**src/rtl/lx32_arch_pkg.sv**
```systemverilog
// RV32I architectural constants: XLEN, base opcodes and the shared immediate extractors.
package lx32_arch_pkg;

  localparam int unsigned XLEN = 32;

  typedef logic [31:0] instr_t;
  typedef logic [6:0]  opcode_t;

  localparam opcode_t OPC_LUI      = 7'b0110111;
  localparam opcode_t OPC_AUIPC    = 7'b0010111;
  localparam opcode_t OPC_JAL      = 7'b1101111;
  localparam opcode_t OPC_JALR     = 7'b1100111;
  localparam opcode_t OPC_BRANCH   = 7'b1100011;
  localparam opcode_t OPC_LOAD     = 7'b0000011;
  localparam opcode_t OPC_STORE    = 7'b0100011;
  localparam opcode_t OPC_OP_IMM   = 7'b0010011;
  localparam opcode_t OPC_OP       = 7'b0110011;
  localparam opcode_t OPC_MISC_MEM = 7'b0001111;
  localparam opcode_t OPC_SYSTEM   = 7'b1110011;

  function automatic logic [XLEN-1:0] get_i_imm(input instr_t i);
    return {{(XLEN-12){i[31]}}, i[31:20]};
  endfunction

  function automatic logic [XLEN-1:0] get_s_imm(input instr_t i);
    return {{(XLEN-12){i[31]}}, i[31:25], i[11:7]};
  endfunction

  function automatic logic [XLEN-1:0] get_b_imm(input instr_t i);
    return {{(XLEN-13){i[31]}}, i[31], i[7], i[30:25], i[11:8], 1'b0};
  endfunction

  function automatic logic [XLEN-1:0] get_u_imm(input instr_t i);
    return {{(XLEN-32){i[31]}}, i[31:12], 12'b0};
  endfunction

  function automatic logic [XLEN-1:0] get_j_imm(input instr_t i);
    return {{(XLEN-21){i[31]}}, i[31], i[19:12], i[20], i[30:21], 1'b0};
  endfunction

endpackage

```
**src/rtl/lx32_decode_pkg.sv**
```systemverilog
// Decode-stage types: immediate format codes and the queued decoded-entry layout.
package lx32_decode_pkg;

  import lx32_arch_pkg::*;

  typedef enum logic [2:0] {
    IMM_R   = 3'd0,
    IMM_I   = 3'd1,
    IMM_S   = 3'd2,
    IMM_B   = 3'd3,
    IMM_U   = 3'd4,
    IMM_J   = 3'd5,
    IMM_ILL = 3'd7
  } imm_fmt_e;

  typedef struct packed {
    instr_t          instr;
    logic [XLEN-1:0] pc;
    logic [XLEN-1:0] imm;
    imm_fmt_e        fmt;
    logic            illegal;
  } dec_entry_t;

endpackage

```
**src/rtl/lx32_imm_sel.sv**
```systemverilog
// Combinational opcode classification and sign-extended immediate selection.
module lx32_imm_sel
  import lx32_arch_pkg::*;
  import lx32_decode_pkg::*;
(
  input  instr_t          i_instr,
  output logic [XLEN-1:0] o_imm,
  output imm_fmt_e        o_fmt,
  output logic            o_illegal
);

  // Every listed opcode ends in 2'b11, so compressed encodings fall to the default.
  always_comb begin
    o_imm     = '0;
    o_fmt     = IMM_ILL;
    o_illegal = 1'b1;
    case (i_instr[6:0])
      OPC_LUI, OPC_AUIPC: begin
        o_imm     = get_u_imm(i_instr);
        o_fmt     = IMM_U;
        o_illegal = 1'b0;
      end
      OPC_JAL: begin
        o_imm     = get_j_imm(i_instr);
        o_fmt     = IMM_J;
        o_illegal = 1'b0;
      end
      OPC_JALR, OPC_LOAD, OPC_OP_IMM, OPC_MISC_MEM, OPC_SYSTEM: begin
        o_imm     = get_i_imm(i_instr);
        o_fmt     = IMM_I;
        o_illegal = 1'b0;
      end
      OPC_STORE: begin
        o_imm     = get_s_imm(i_instr);
        o_fmt     = IMM_S;
        o_illegal = 1'b0;
      end
      OPC_BRANCH: begin
        o_imm     = get_b_imm(i_instr);
        o_fmt     = IMM_B;
        o_illegal = 1'b0;
      end
      OPC_OP: begin
        o_fmt     = IMM_R;
        o_illegal = 1'b0;
      end
      default: ;
    endcase
  end

endmodule

```
**src/rtl/lx32_decode_queue.sv**
```systemverilog
// Decode-stage FIFO: decodes at enqueue and buffers entries between fetch and execute.
module lx32_decode_queue
  import lx32_arch_pkg::*;
  import lx32_decode_pkg::*;
#(
  parameter int unsigned DEPTH = 2
) (
  input  logic            clk,
  input  logic            rst,
  input  logic            flush_i,
  input  logic            in_valid_i,
  output logic            in_ready_o,
  input  instr_t          in_instr_i,
  input  logic [XLEN-1:0] in_pc_i,
  output logic            out_valid_o,
  input  logic            out_ready_i,
  output instr_t          out_instr_o,
  output logic [XLEN-1:0] out_pc_o,
  output logic [XLEN-1:0] out_imm_o,
  output imm_fmt_e        out_fmt_o,
  output logic            out_illegal_o
);

  localparam int unsigned PTR_W = $clog2(DEPTH);
  localparam int unsigned CNT_W = PTR_W + 1;
  localparam logic [CNT_W-1:0] FULL_CNT = CNT_W'(DEPTH);

  dec_entry_t       r_mem [DEPTH];
  logic [PTR_W-1:0] r_wr_ptr;
  logic [PTR_W-1:0] r_rd_ptr;
  logic [CNT_W-1:0] r_count;

  logic [XLEN-1:0]  w_imm;
  imm_fmt_e         w_fmt;
  logic             w_illegal;
  dec_entry_t       w_in_entry;
  dec_entry_t       w_head;
  logic             w_push;
  logic             w_pop;

  lx32_imm_sel u_imm_sel (
    .i_instr   (in_instr_i),
    .o_imm     (w_imm),
    .o_fmt     (w_fmt),
    .o_illegal (w_illegal)
  );

  // Ready looks only at registered state so no path exists from out_ready_i.
  assign in_ready_o  = (r_count < FULL_CNT) & ~rst;
  assign out_valid_o = (r_count != '0) & ~rst;
  assign w_push      = in_valid_i & in_ready_o & ~flush_i;
  assign w_pop       = out_valid_o & out_ready_i & ~flush_i;

  assign w_in_entry = '{
    instr:   in_instr_i,
    pc:      in_pc_i,
    imm:     w_imm,
    fmt:     w_fmt,
    illegal: w_illegal
  };

  always_ff @(posedge clk) begin
    if (rst || flush_i) begin
      r_count  <= '0;
      r_wr_ptr <= '0;
      r_rd_ptr <= '0;
    end else begin
      if (w_push) r_wr_ptr <= r_wr_ptr + PTR_W'(1);
      if (w_pop)  r_rd_ptr <= r_rd_ptr + PTR_W'(1);
      case ({w_push, w_pop})
        2'b10:   r_count <= r_count + CNT_W'(1);
        2'b01:   r_count <= r_count - CNT_W'(1);
        default: ;
      endcase
    end
  end

  always_ff @(posedge clk) begin
    if (w_push) r_mem[r_wr_ptr] <= w_in_entry;
  end

  always_comb begin
    w_head = '0;
    if (out_valid_o) w_head = r_mem[r_rd_ptr];
    out_instr_o   = w_head.instr;
    out_pc_o      = w_head.pc;
    out_imm_o     = w_head.imm;
    out_fmt_o     = w_head.fmt;
    out_illegal_o = w_head.illegal;
  end

  a_no_push_full: assert property (@(posedge clk) disable iff (rst)
    !(w_push && r_count == FULL_CNT));
  a_no_pop_empty: assert property (@(posedge clk) disable iff (rst)
    !(w_pop && r_count == '0));

endmodule
```
**config.mk**
```make
export PLATFORM = sky130hd
export DESIGN_NAME = lx32_decode_queue
export DESIGN_NICKNAME = d
export VERILOG_FILES = /design/src/rtl/lx32_arch_pkg.sv /design/src/rtl/lx32_decode_pkg.sv /design/src/rtl/lx32_imm_sel.sv /design/src/rtl/lx32_decode_queue.sv
export SDC_FILE = /design/constraint.sdc
export NUM_CORES = 1
export LEC_CHECK = 0
export BUFFER_PORTS_ARGS = -buffer_cell sky130_fd_sc_hd__buf_2
export CAP_MARGIN = 40
export CORE_MARGIN = 8
export CORE_UTILIZATION = 44
export CTS_CLUSTER_SIZE = 8
export DETAILED_ROUTE_END_ITERATION = 6
export PLACE_DENSITY = 0.66
export SLEW_MARGIN = 20
export SYNTH_ARGS = -nofsm -noshare
export SYNTH_HDL_FRONTEND = slang
export SYNTH_HIERARCHICAL = 1
export SYNTH_SLANG_ARGS = --single-unit
export TNS_END_PERCENT = 20
```
**constraint.sdc**
```tcl
create_clock -name clk -period 8.9 [get_ports clk]
set_input_delay 1.335 -clock clk [delete_from_list [all_inputs] [get_ports clk]]
set_output_delay 1.335 -clock clk [all_outputs]
set_load 0.01 [all_outputs]
```
# After elaboration in Yosys (flattened, before gate mapping)
# Memories as Yosys holds them, arrays and structs flattened. A register that Yosys moved wholly into a read port is not among the register bits.
# Cells that the tools add are included.
[op_classes] muxes=9 n_reduce_logical=6 bitwise=8 n_eq_ne=13 magnitude_cmp=1 addsub=4
[op_table] op="case mux 32 bit (5 select lines)" n=1
[op_table] op="two-way mux 100 bit" n=1
[op_table] op="== test 7 bit (second input constant)" n=4
[op_table] op="== test 7 x 6 -> 1 bit (second input constant)" n=3
[op_table] op="case mux 3 bit (6 select lines)" n=1
[op_table] op="== test 7 x 5 -> 1 bit (second input constant)" n=2
[op_table] op="OR reduction 11 bit" n=1
[op_table] op="== test 7 x 2 -> 1 bit (second input constant)" n=1
[op_table] op="== test 7 x 4 -> 1 bit (second input constant)" n=1
[op_table] op="bitwise AND 1 bit" n=6
[op_table] op="two-way mux 1 bit" n=5
[op_table] op="OR reduction 5 bit" n=1
[op_table] op="case mux 2 bit (2 select lines)" n=1
[op_table] op="nonzero test 2 bit" n=2
[op_table] op="adder 1 bit (second input constant)" n=2
[op_table] op="adder 2 x 1 -> 2 bit (second input constant)" n=1
[op_table] op="== test 2 x 1 -> 1 bit (second input constant)" n=1
[op_table] op="== test 2 bit (second input constant)" n=1
[op_table] op="< comparator 2 bit (second input constant)" n=1
[op_table] op="NOT 1 bit" n=2
[op_table] op="OR reduction 2 bit" n=1
[op_table] op="subtractor 2 x 1 -> 2 bit (second input constant)" n=1
[op_table] op="logical OR 1 bit" n=1
[word_totals] input_bits=69 ramBits=200 n_memories=1 reg_bits=4
[mem_list] name="r_mem" words=2 word_bits=100 rd=1 rd_clocked_by_memory_dff=1 wr=1 line_no="lx32_decode_queue.sv:28" text="dec_entry_t r_mem [DEPTH];"

# Depth between registers and ports, before layout
# Gate-level depths: netlist of the first run.
[depth] word_depth=6 mapped_depth=7 depth_no_buf=6

# Cells and area by module
# The synthesis of the first run kept the hierarchy.
[by_module_without_submodules] mod="lx32_decode_queue" cells_per_inst=451 area_per_inst_um2=8018.9 seq_area_each_um2=6105.9 instances=1
[by_module_without_submodules] mod="lx32_imm_sel" cells_per_inst=108 area_per_inst_um2=716.9 seq_area_each_um2=0.0 instances=1

# Least setup slack after synthesis of the first run
# No wires, ideal clock.
[synth_timing] kind="input to register" start="input port rst" end="memory r_mem[0][0] (netlist bit), enable pin" stages=4 setup_slack_ps=2488 t_arrival_ps=5852 setup_ps=559 cell_sequence="buf_2 -> nor2_1 -> nand2_1 -> nor2_1"
[synth_between] elab_chain_cells=6
[synth_lines] element="start: declaration" line_no="lx32_decode_queue.sv:9" text="input logic rst,"
[synth_lines] element="NOT 1 bit" line_no="lx32_decode_queue.sv:49" text="assign in_ready_o = (r_count < FULL_CNT) & ~rst;"
[synth_lines] element="bitwise AND 1 bit" line_no="lx32_decode_queue.sv:49"
[synth_lines] element="bitwise AND 1 bit (2 in series)" line_no="lx32_decode_queue.sv:51" text="assign w_push = in_valid_i & in_ready_o & ~flush_i;"
[synth_lines] element="two-way mux 1 bit" line_no="lx32_decode_queue.sv:79" text="if (w_push) r_mem[r_wr_ptr] <= w_in_entry;"
[synth_lines] element="two-way mux 1 bit (not written as such)" line_no="lx32_decode_queue.sv:79"
[synth_lines] element="end: declaration" line_no="lx32_decode_queue.sv:28"
# Every way passes these cells.

# Final worst setup path of the first run
[layout_timing] start="input port rst" end="output port out_instr_o[29]"
[layout_between] elab_chain_cells=3
[layout_lines] element="NOT 1 bit" line_no="lx32_decode_queue.sv:50" text="assign out_valid_o = (r_count != '0) & ~rst;"
[layout_lines] element="bitwise AND 1 bit" line_no="lx32_decode_queue.sv:50"
[layout_lines] element="two-way mux 100 bit" line_no="lx32_decode_queue.sv:84" text="if (out_valid_o) w_head = r_mem[r_rd_ptr];"
[layout_lines] element="end: declaration" line_no="lx32_decode_queue.sv:17" text="output instr_t out_instr_o,"
# Every way passes these cells.

==> results of run 1 <==
logic make-up after synthesis:
| kind of cell | share of synthesized area |
|---|---|
| compound gates | 0.0437 |
| xor+xnor | 0.00501 |
| fa+ha+maj | 0.00143 |
| buf+inv | 0.0286 |
| flops | 0.699 |
| mux | 0.115 |
| simple gates | 0.108 |
layer usage:
metal / vias to the layer above / global-route usage
met5: - / 0
met4: 0 / 0.0426
met3: 33 / 0.0406
met2: 226 / 0.246
met1: 2559 / 0.195
li1: 2434 / -
flip-flops by register name, indices dropped and copies added, names as in the netlist, named ones only:
register,cells
r_mem,200
r_count,2
r_rd_ptr,1
r_wr_ptr,1
power by group through the flow:
| stage | Clock, mW | Combinational, mW | Sequential, mW |
|---|---|---|---|
| after CTS | 0.970 | 0.0943 | 1.09 |
| final | 0.944 | 0.0953 | 1.08 |
| after detailed placement | 0 | 0.0939 | 1.10 |
| after global placement | 0 | 0.0899 | 1.10 |
| after global routing | 1.00 | 0.104 | 1.09 |
| after floorplan | 0 | 0.0521 | 1.10 |
worst min-delay path, cell delays in order (launching register included):
cell and delay (ps):
dfxtp_1 350, xor2_1 150, nor3_1 50
layout make-up:
| cell class | count | share of cell area |
|---|---|---|
| Clock buffer | 41 | 0.0726 |
| Clock inverter | 1 | 0.000471 |
| Inverter | 4 | 0.00141 |
| Multi-Input combinational cell | 318 | 0.226 |
| Sequential cell | 205 | 0.575 |
| Tap cell | 265 | 0.0312 |
| Timing Repair Buffer | 181 | 0.0932 |
stage by stage:
stage | hold slack, ps | worst slack [ps] | power [mW] | util
floorplan | 493 | 2490 | 1.16 | -
global placement | 510 | 4290 | 1.19 | 0.500
detailed placement | 591 | 4410 | 1.20 | 0.503
CTS | 597 | 4420 | 2.15 | 0.542
global route | 642 | 4330 | 2.19 | 0.545
finish | 599 | 4470 | 2.12 | 0.545
cells in the mapped netlist, drive strengths merged, types with 2 or more instances:
cell type / number / area [um2]
and2: 4 / 25.0
a211o: 2 / 17.5
a21o: 11 / 82.6
a21oi: 6 / 41.3
nand2: 13 / 48.8
a211oi: 2 / 20.0
nor3: 8 / 45.0
edfxtp: 200 / 6010
dfxtp: 5 / 100
o21ai: 18 / 90.1
xor2: 2 / 17.5
buf: 30 / 228
inv: 4 / 15.0
clkbuf: 2 / 7.51
xnor2: 3 / 26.3
a32o: 5 / 50.1
and3: 9 / 56.3
mux2i: 100 / 1000
and2b: 2 / 15.0
nor2: 111 / 639
final timing paths:
| path | end | slack [ps] | depth (start not counted) |
|---|---|---|---|
| worst max-delay path | out_instr_o[29] | 4470 | 6 |
| worst min-delay path | r_count[0]$_SDFFE_PP0P_ | 600 | 2 |
| worst max register to register | r_mem[1][82]$_DFFE_PP_ | 6480 | 3 |
| worst min register to register | r_count[0]$_SDFFE_PP0P_ | 600 | 2 |
==> impl_metrics.tcl, run 1 <==
set metrics [dict create \
    status "finished, final reports clean" \
    ys_seq_area_frac 0.699 \
    io_buffers 170 \
    path_delay_family "buffers and inverters" \
    wl_per_cell_um 19.0 \
    cp-startpoint "rst" \
    power_density_nw_per_um2 200 \
    clk_pin_slew_ps 50 \
    grt_pass1_wl_mm 29.3 \
    crit_path_cell_trace "buf_2 > or2_4 > buf_4 > buf_16 > nor2_1 > buf_2" \
    layout.nets 809 \
    design_area_um2 10600 \
    cp.arrival_ps 3100 \
    cts_resized 0 \
    top_layer "met4" \
    grt_max_degree 52 \
    synth-seq-cells 205 \
    synth_edf_count 200 \
    cts_tree "built" \
    hold_violations 0 \
    first_iter_violations 415 \
    gp_congestion 0.762 \
    coreArea_um2 19500 \
    synth_fp_nets 629 \
    power_frac_comb 0.045 \
    rsz0062_at_grt "no" \
    p_sw_mw 0.426 \
    seq_area_um2 6110 \
    cpPeakStageDelay_ps 590 \
    final_common_cell "edfxtp_1" \
    fmax_ghz 0.226 \
    grt_usage 0.151 \
    critPathKind "in -> out" \
    syn_inst 559 \
    swShare 0.200 \
    cts_hold_buf 0 \
    cts_buffers 29 \
    io_pins 171 \
    worstHoldPathType "reg -> reg" \
    r2r-start "r_count[1]$_SDFFE_PP0P_" \
    slowest_stage "or2_4" \
    drt-met1-wl_mm 8.37 \
    htreeDepth 1 \
    die_h_um 157 \
    clk_latency_ps 530 \
    wl_met2_mm 8.90 \
    drive_gt1_frac 0.417 \
    crit_top_cell "buf_2" \
    dpl-instance-area_um2 9780 \
    async_flop_share 0 \
    min_period_over_period 0.498 \
    synth_area_um2 8740 \
    area_growth_pct 21.5 \
    vias 5252 \
    die_w_um 157 \
    worstPathRequired_ps 7570 \
    die_area_um2 24600 \
    first_pass_iters 5 \
    post-place-cells 970 \
    period_minus_slack_ps 4430 \
    final.setup.tns_ps 0 \
    ant_nets 0 \
    final_cell_mix "edfxtp_1, buf_2, mux2i_1" \
    internal-power_mw 1.70 \
    fin_skew_ps 25.4 \
    instances_no_fill 1015 \
    power.clock.fraction 0.444 \
    worst_pin_slew_ps 720 \
    cp_num_buf_inv 4 \
    dr_wl_met3_mm 1.68 \
    antenna_found_initial 0 \
    synth_flop_cell "edfxtp_1" \
    start_kind "primary input" \
    num_rows 51 \
    crit_path_end_kind "primary output" \
    multiInputGateArea_um2 2390 \
    grt_pass1_vias 5428 \
    fill_cells 1596 \
    antennaDiodeCount 0 \
    max-clock-path-buffers 3 \
    hpwl_mm 12.6 \
    max-vdd-ir-drop_mv 0.130 \
    wirelength_mm 19.3 \
    setup_viol 0 \
    ys_types 49 \
    clock-sinks 205 \
    drc 0 \
    cts_root_buf "clkbuf_16" \
    vias_per_cell 5.17 \
    overflow 0 \
    min_from "r_count[0]$_SDFFE_PP0P_" \
    seqPwrFrac 0.511 \
    start_util 0.449 \
    maxSlewHeadroom 0.520 \
    cts_setup_buffers 0 \
    cap_violations 0 \
    maxSlewViolCount 0 \
    p_leak_nw 3.88 \
    cp_max_fo 42 \
    yosys_warnings 6 \
    postSynthAreaPerCell_um2 15.6 \
]
Note: power is estimated with default switching activity, not from simulation.
==> inputs of run 2 (changes only) <==
- clock period: 8.9 -> 4.1 ns (I/O delays scaled with it)
==> impl_metrics.tcl, run 2 (synthesized netlist as in run 1, its figures left out) <==
set metrics [dict create \
    max-vdd-ir-drop_mv 0.346 \
    status "finished, final reports clean" \
    clk_pin_slew_ps 50 \
    grt_usage 0.152 \
    r2r-start "r_count[1]$_SDFFE_PP0P_" \
    drc 0 \
    utilization 0.547 \
    period_minus_slack_ps 2980 \
    die_w_um 157 \
    fmax_ghz 0.335 \
    cts_tree "built" \
    hpwl_mm 13.0 \
    coreArea_um2 19500 \
    area_growth_pct 21.9 \
    top_regs "r_mem: 200 flops, r_count: 2 flops" \
    num_rows 51 \
    start_kind "flop" \
    ant_nets 0 \
    layout.nets 808 \
    cts_resized 0 \
    cap_violations 0 \
    cp.arrival_ps 2370 \
    fill_cells 1615 \
    p_leak_nw 3.89 \
    critPathKind "reg -> out" \
    rsz0062_at_grt "no" \
    final_cell_mix "edfxtp_1, buf_2, mux2i_1" \
    cts_setup_buffers 0 \
    maxSlewViolCount 0 \
    clock-sinks 205 \
    worst_pin_slew_ps 885 \
    worstHoldPathType "in -> reg" \
    io_buffers 170 \
    largest_reg_flops 200 \
    grt_pass1_vias 5377 \
    hold_violations 0 \
    grt_pass1_wl_mm 29.4 \
    die_h_um 157 \
    maxSlewHeadroom 0.409 \
    min_period_over_period 0.728 \
    cp-startpoint "r_count[1]$_SDFFE_PP0P_" \
    cts_hold_buf 0 \
    start_util 0.449 \
    cts_root_buf "clkbuf_16" \
    max-clock-path-buffers 3 \
    antenna_found_initial 0 \
    wirelength_mm 19.3 \
    first_pass_iters 6 \
    drive_gt1_frac 0.417 \
    overflow 0 \
    vias_per_cell 5.12 \
    grt_max_degree 70 \
    worstPathRequired_ps 3480 \
    wl_per_cell_um 19.0 \
    cp_max_fo 46 \
    final_common_cell "edfxtp_1" \
    crit_path_end_kind "primary output" \
    io_pins 171 \
    power_density_nw_per_um2 434 \
    gp_congestion 0.856 \
    first_iter_violations 349 \
    total_power_mw 4.62 \
    clk_latency_ps 520 \
    htreeDepth 1 \
    cts_buffers 29 \
    regMostFlops "r_mem" \
    die_area_um2 24600 \
    min_from "in_pc_i[1]" \
    vias 5202 \
    antennaDiodeCount 0 \
    fin_skew_ps 9.49 \
    final.setup.tns_ps 0 \
    setup_viol 0 \
    r2r_slack_ps 2180 \
]
## run 2: critical path, cell delays in order, from the launching register on
cell and delay, ps:
dfxtp_1 350, nor2_1 130, or2_4 650, buf_4 480
nor2_2 80, buf_2 150
## run 2: where the power goes
part,total [mW],leakage [nW],internal [mW],switching (mW)
combinational,0.208,1.61,0.0758,0.132
sequential,2.35,1.90,2.34,0.0108
clock,2.06,0.381,1.28,0.782
## run 2: path summary, 6_finish.rpt
path         cells past startpoint                      end
min reg2reg                      2  r_count[1]$_SDFFE_PP0P_
max reg2reg                      4   r_mem[1][99]$_DFFE_PP_
min                              1   r_mem[0][37]$_DFFE_PP_
max                              5             out_pc_o[18]
## run 2: metal layers
metal / GRT usage / wire (um) / vias up
met5: 0 / 0 / -
met4: 0.0375 / 304 / 0
met3: 0.0425 / 1770 / 30
met2: 0.249 / 8970 / 206
met1: 0.195 / 8210 / 2521
li1: - / - / 2445
## run 2: area by class of cell
class | instances | area [um2] | share of cell area
clock buffer | 42 | 774 | 0.0727
clock inverter | 2 | 13.8 | 0.00129
tap | 265 | 332 | 0.0311
multi-input combinational | 318 | 2390 | 0.225
sequential | 205 | 6110 | 0.574
inverter | 4 | 15.0 | 0.00141
timing repair buffer | 180 | 1010 | 0.0947
## run 2: stage by stage
stage | hold slack, ps | cell area (um2) | setup slack [ps] | cells
after floorplan | 493 | 8740 | 90.4 | 559
after CTS | 260 | 10600 | 1060 | 1014
after global routing | 267 | 10600 | 964 | 1016
after detailed placement | 565 | 9820 | 1220 | 970
final | 285 | 10600 | 1120 | 1016
after global placement | 510 | 9800 | 1320 | 969
==> inputs of run 3 (changes only) <==
- ABC_AREA: unset -> 1
- PLACE_DENSITY: 0.66 -> 0.68
- clock period: 4.1 -> 2.7 ns (I/O delays scaled with it)
==> impl_metrics.tcl, run 3 <==
set metrics [dict create \
    max-clock-path-buffers 3 \
    wl_per_cell_um 14.4 \
    synth_area_leaders "edfxtp_1, nand2_1, inv_1" \
    fmax_ghz 0.430 \
    status "finished, final reports clean" \
    ant_nets 0 \
    setup_viol 0 \
    power_density_nw_per_um2 620 \
    worstPathRequired_ps 2300 \
    cpPeakStageDelay_ps 430 \
    synth.most_common_cell "nand2_1" \
    antennaDiodeCount 0 \
    cts_root_buf "clkbuf_16" \
    yosys-top-cells-count "nand2_1, inv_1, edfxtp_1, o21ai_1, nand3_1" \
    max-vdd-ir-drop_mv 0.471 \
    synth_edf_count 200 \
    yosysTopAreaCellShare 0.648 \
    io_pins 171 \
    final_common_cell "nand2_1" \
    clock-sinks 205 \
    drive_gt1_frac 0.224 \
    coreArea_um2 20800 \
    cts_hold_buf 0 \
    vias_per_cell 4.65 \
    htreeDepth 1 \
    first_iter_violations 473 \
    grt_pass1_vias 6285 \
    cts_setup_buffers 0 \
    hpwl_mm 13.5 \
    rsz0062_at_grt "no" \
    grt_pass1_wl_mm 31.7 \
    postSynthAreaPerCell_um2 10.2 \
    largest_reg_flops 200 \
    layout.nets 1155 \
    cap_violations 0 \
    clk_pin_slew_ps 50 \
    first_pass_iters 4 \
    top_regs "r_mem: 200 flops, r_count: 2 flops" \
    path_delay_family "buffers and inverters" \
    drc 0 \
    worstHoldPathType "in -> reg" \
    maxSlewViolCount 0 \
    cp_max_fo 51 \
    crit_path_cell_trace "inv_2 > a21oi_4 > buf_4 > nand2_1 > inv_1 > buf_2" \
    p_leak_nw 5.46 \
    maxSlewHeadroom 0.682 \
    period_minus_slack_ps 2320 \
    final_cell_mix "nand2_1, inv_1, edfxtp_1" \
    crit_path_end_kind "primary output" \
    slowest_stage "buf_4" \
    clk_latency_ps 510 \
    wirelength_mm 19.8 \
    gp_congestion 0.762 \
    synth_flop_cell "edfxtp_1" \
    fin_skew_ps 5.46 \
    yosys.area.top_type "edfxtp_1" \
    cts_tree "built" \
    min_period_over_period 0.861 \
    syn_inst 911 \
    area_growth_pct 20.4 \
    synth-seq-cells 205 \
    grt_max_degree 77 \
    start_kind "flop" \
    cts_buffers 29 \
    io_buffers 170 \
    seq_area_um2 6110 \
    worst_pin_slew_ps 477 \
    cp_num_buf_inv 4 \
    synth_fp_nets 981 \
    overflow 0 \
    cp.arrival_ps 1920 \
    die_area_um2 26000 \
    fill_cells 1878 \
    die_w_um 161 \
    ys_types 28 \
    async_flop_share 0 \
    final.setup.tns_ps 0 \
    antenna_found_initial 0 \
    dp_slack_ps 726 \
    multiInputGateArea_um2 2040 \
    ys_seq_area_frac 0.659 \
    start_util 0.445 \
    num_rows 53 \
    regMostFlops "r_mem" \
    grt_usage 0.150 \
    die_h_um 161 \
    hold_violations 0 \
    critPathKind "reg -> out" \
    cts_resized 0 \
    vias 6369 \
    synth_area_um2 9270 \
    worst_slack_ps 377 \
    yosys_warnings 6 \
]
## run 3: cell count changes in the layout (fill, tap and decap cells not counted), sizes merged, moves of 9 or more
cell,change
a21o,-11
and3,-9
inv,+220
mux2i,-100
nand2,+249
nand3,+18
nand4,+13
nor2,-93
o21ai,+96
## run 3: layer usage
| layer | GRT usage | up-vias | share of wire |
|---|---|---|---|
| li1 | - | 3220 | - |
| met1 | 0.184 | 2944 | 0.44 |
| met2 | 0.256 | 178 | 0.47 |
| met3 | 0.0405 | 27 | 0.070 |
| met4 | 0.0387 | 0 | 0.017 |
| met5 | 0 | - | 0 |
## run 3: power breakdown
| part | leakage (nW) | internal (mW) | switching (mW) |
|---|---|---|---|
| registers | 1.97 | 3.54 | 0.0104 |
| logic | 3.11 | 0.0902 | 0.170 |
| clock network | 0.375 | 1.93 | 1.18 |
| total | 5.46 | 5.56 | 1.36 |
## run 3: through the flow
step	std cells	cell area [um2]	hold slack, ps	power (mW)	util
after floorplan	911	9290	465	3.74	-
after global placement	1329	10400	479	3.87	0.499
after detailed placement	1329	10400	495	3.87	0.499
after CTS	1371	11200	49.7	7.01	0.536
after global routing	1371	11200	52.9	7.15	0.536
final	1371	11200	81.1	6.92	0.536
## run 3: cell families (layout without fill, tap and decap cells)
logic type      Yosys count  in the layout  share of synthesized area
flops                   205            205                      0.659
fa+ha+maj                 1              1                    0.00135
simple gates            315            315                      0.141
compound gates          125            125                     0.0738
buf+inv                 265            450                      0.125
## run 3: cell type report
cell class,count,share of cell area
repair buffers,183,0.0940
inverters,225,0.0757
multi-input cells,441,0.182
well taps,275,0.0308
flip-flops and latches,205,0.548
clock inverters,1,0.000449
clock buffers,41,0.0691
## run 3: worst paths after layout
path,start,to,slack [ps],cells after the start
worst max-delay path,r_count[1]$_SDFFE_PP0P_,out_imm_o[20],380,6
worst min register to register,r_count[1]$_SDFFE_PP0P_,r_count[1]$_SDFFE_PP0P_,510,2
worst max register to register,r_count[1]$_SDFFE_PP0P_,r_mem[1][96]$_DFFE_PP_,1020,4
worst min-delay path,in_pc_i[17],r_mem[1][53]$_DFFE_PP_,80,1
## run 3: worst reg2reg max path: cells and delay by family, from the launching register on
| family | cells | cell delay, ps |
|---|---|---|
| buf+inv | 2 | 440 |
| flops | 1 | 340 |
| simple gates | 2 | 520 |
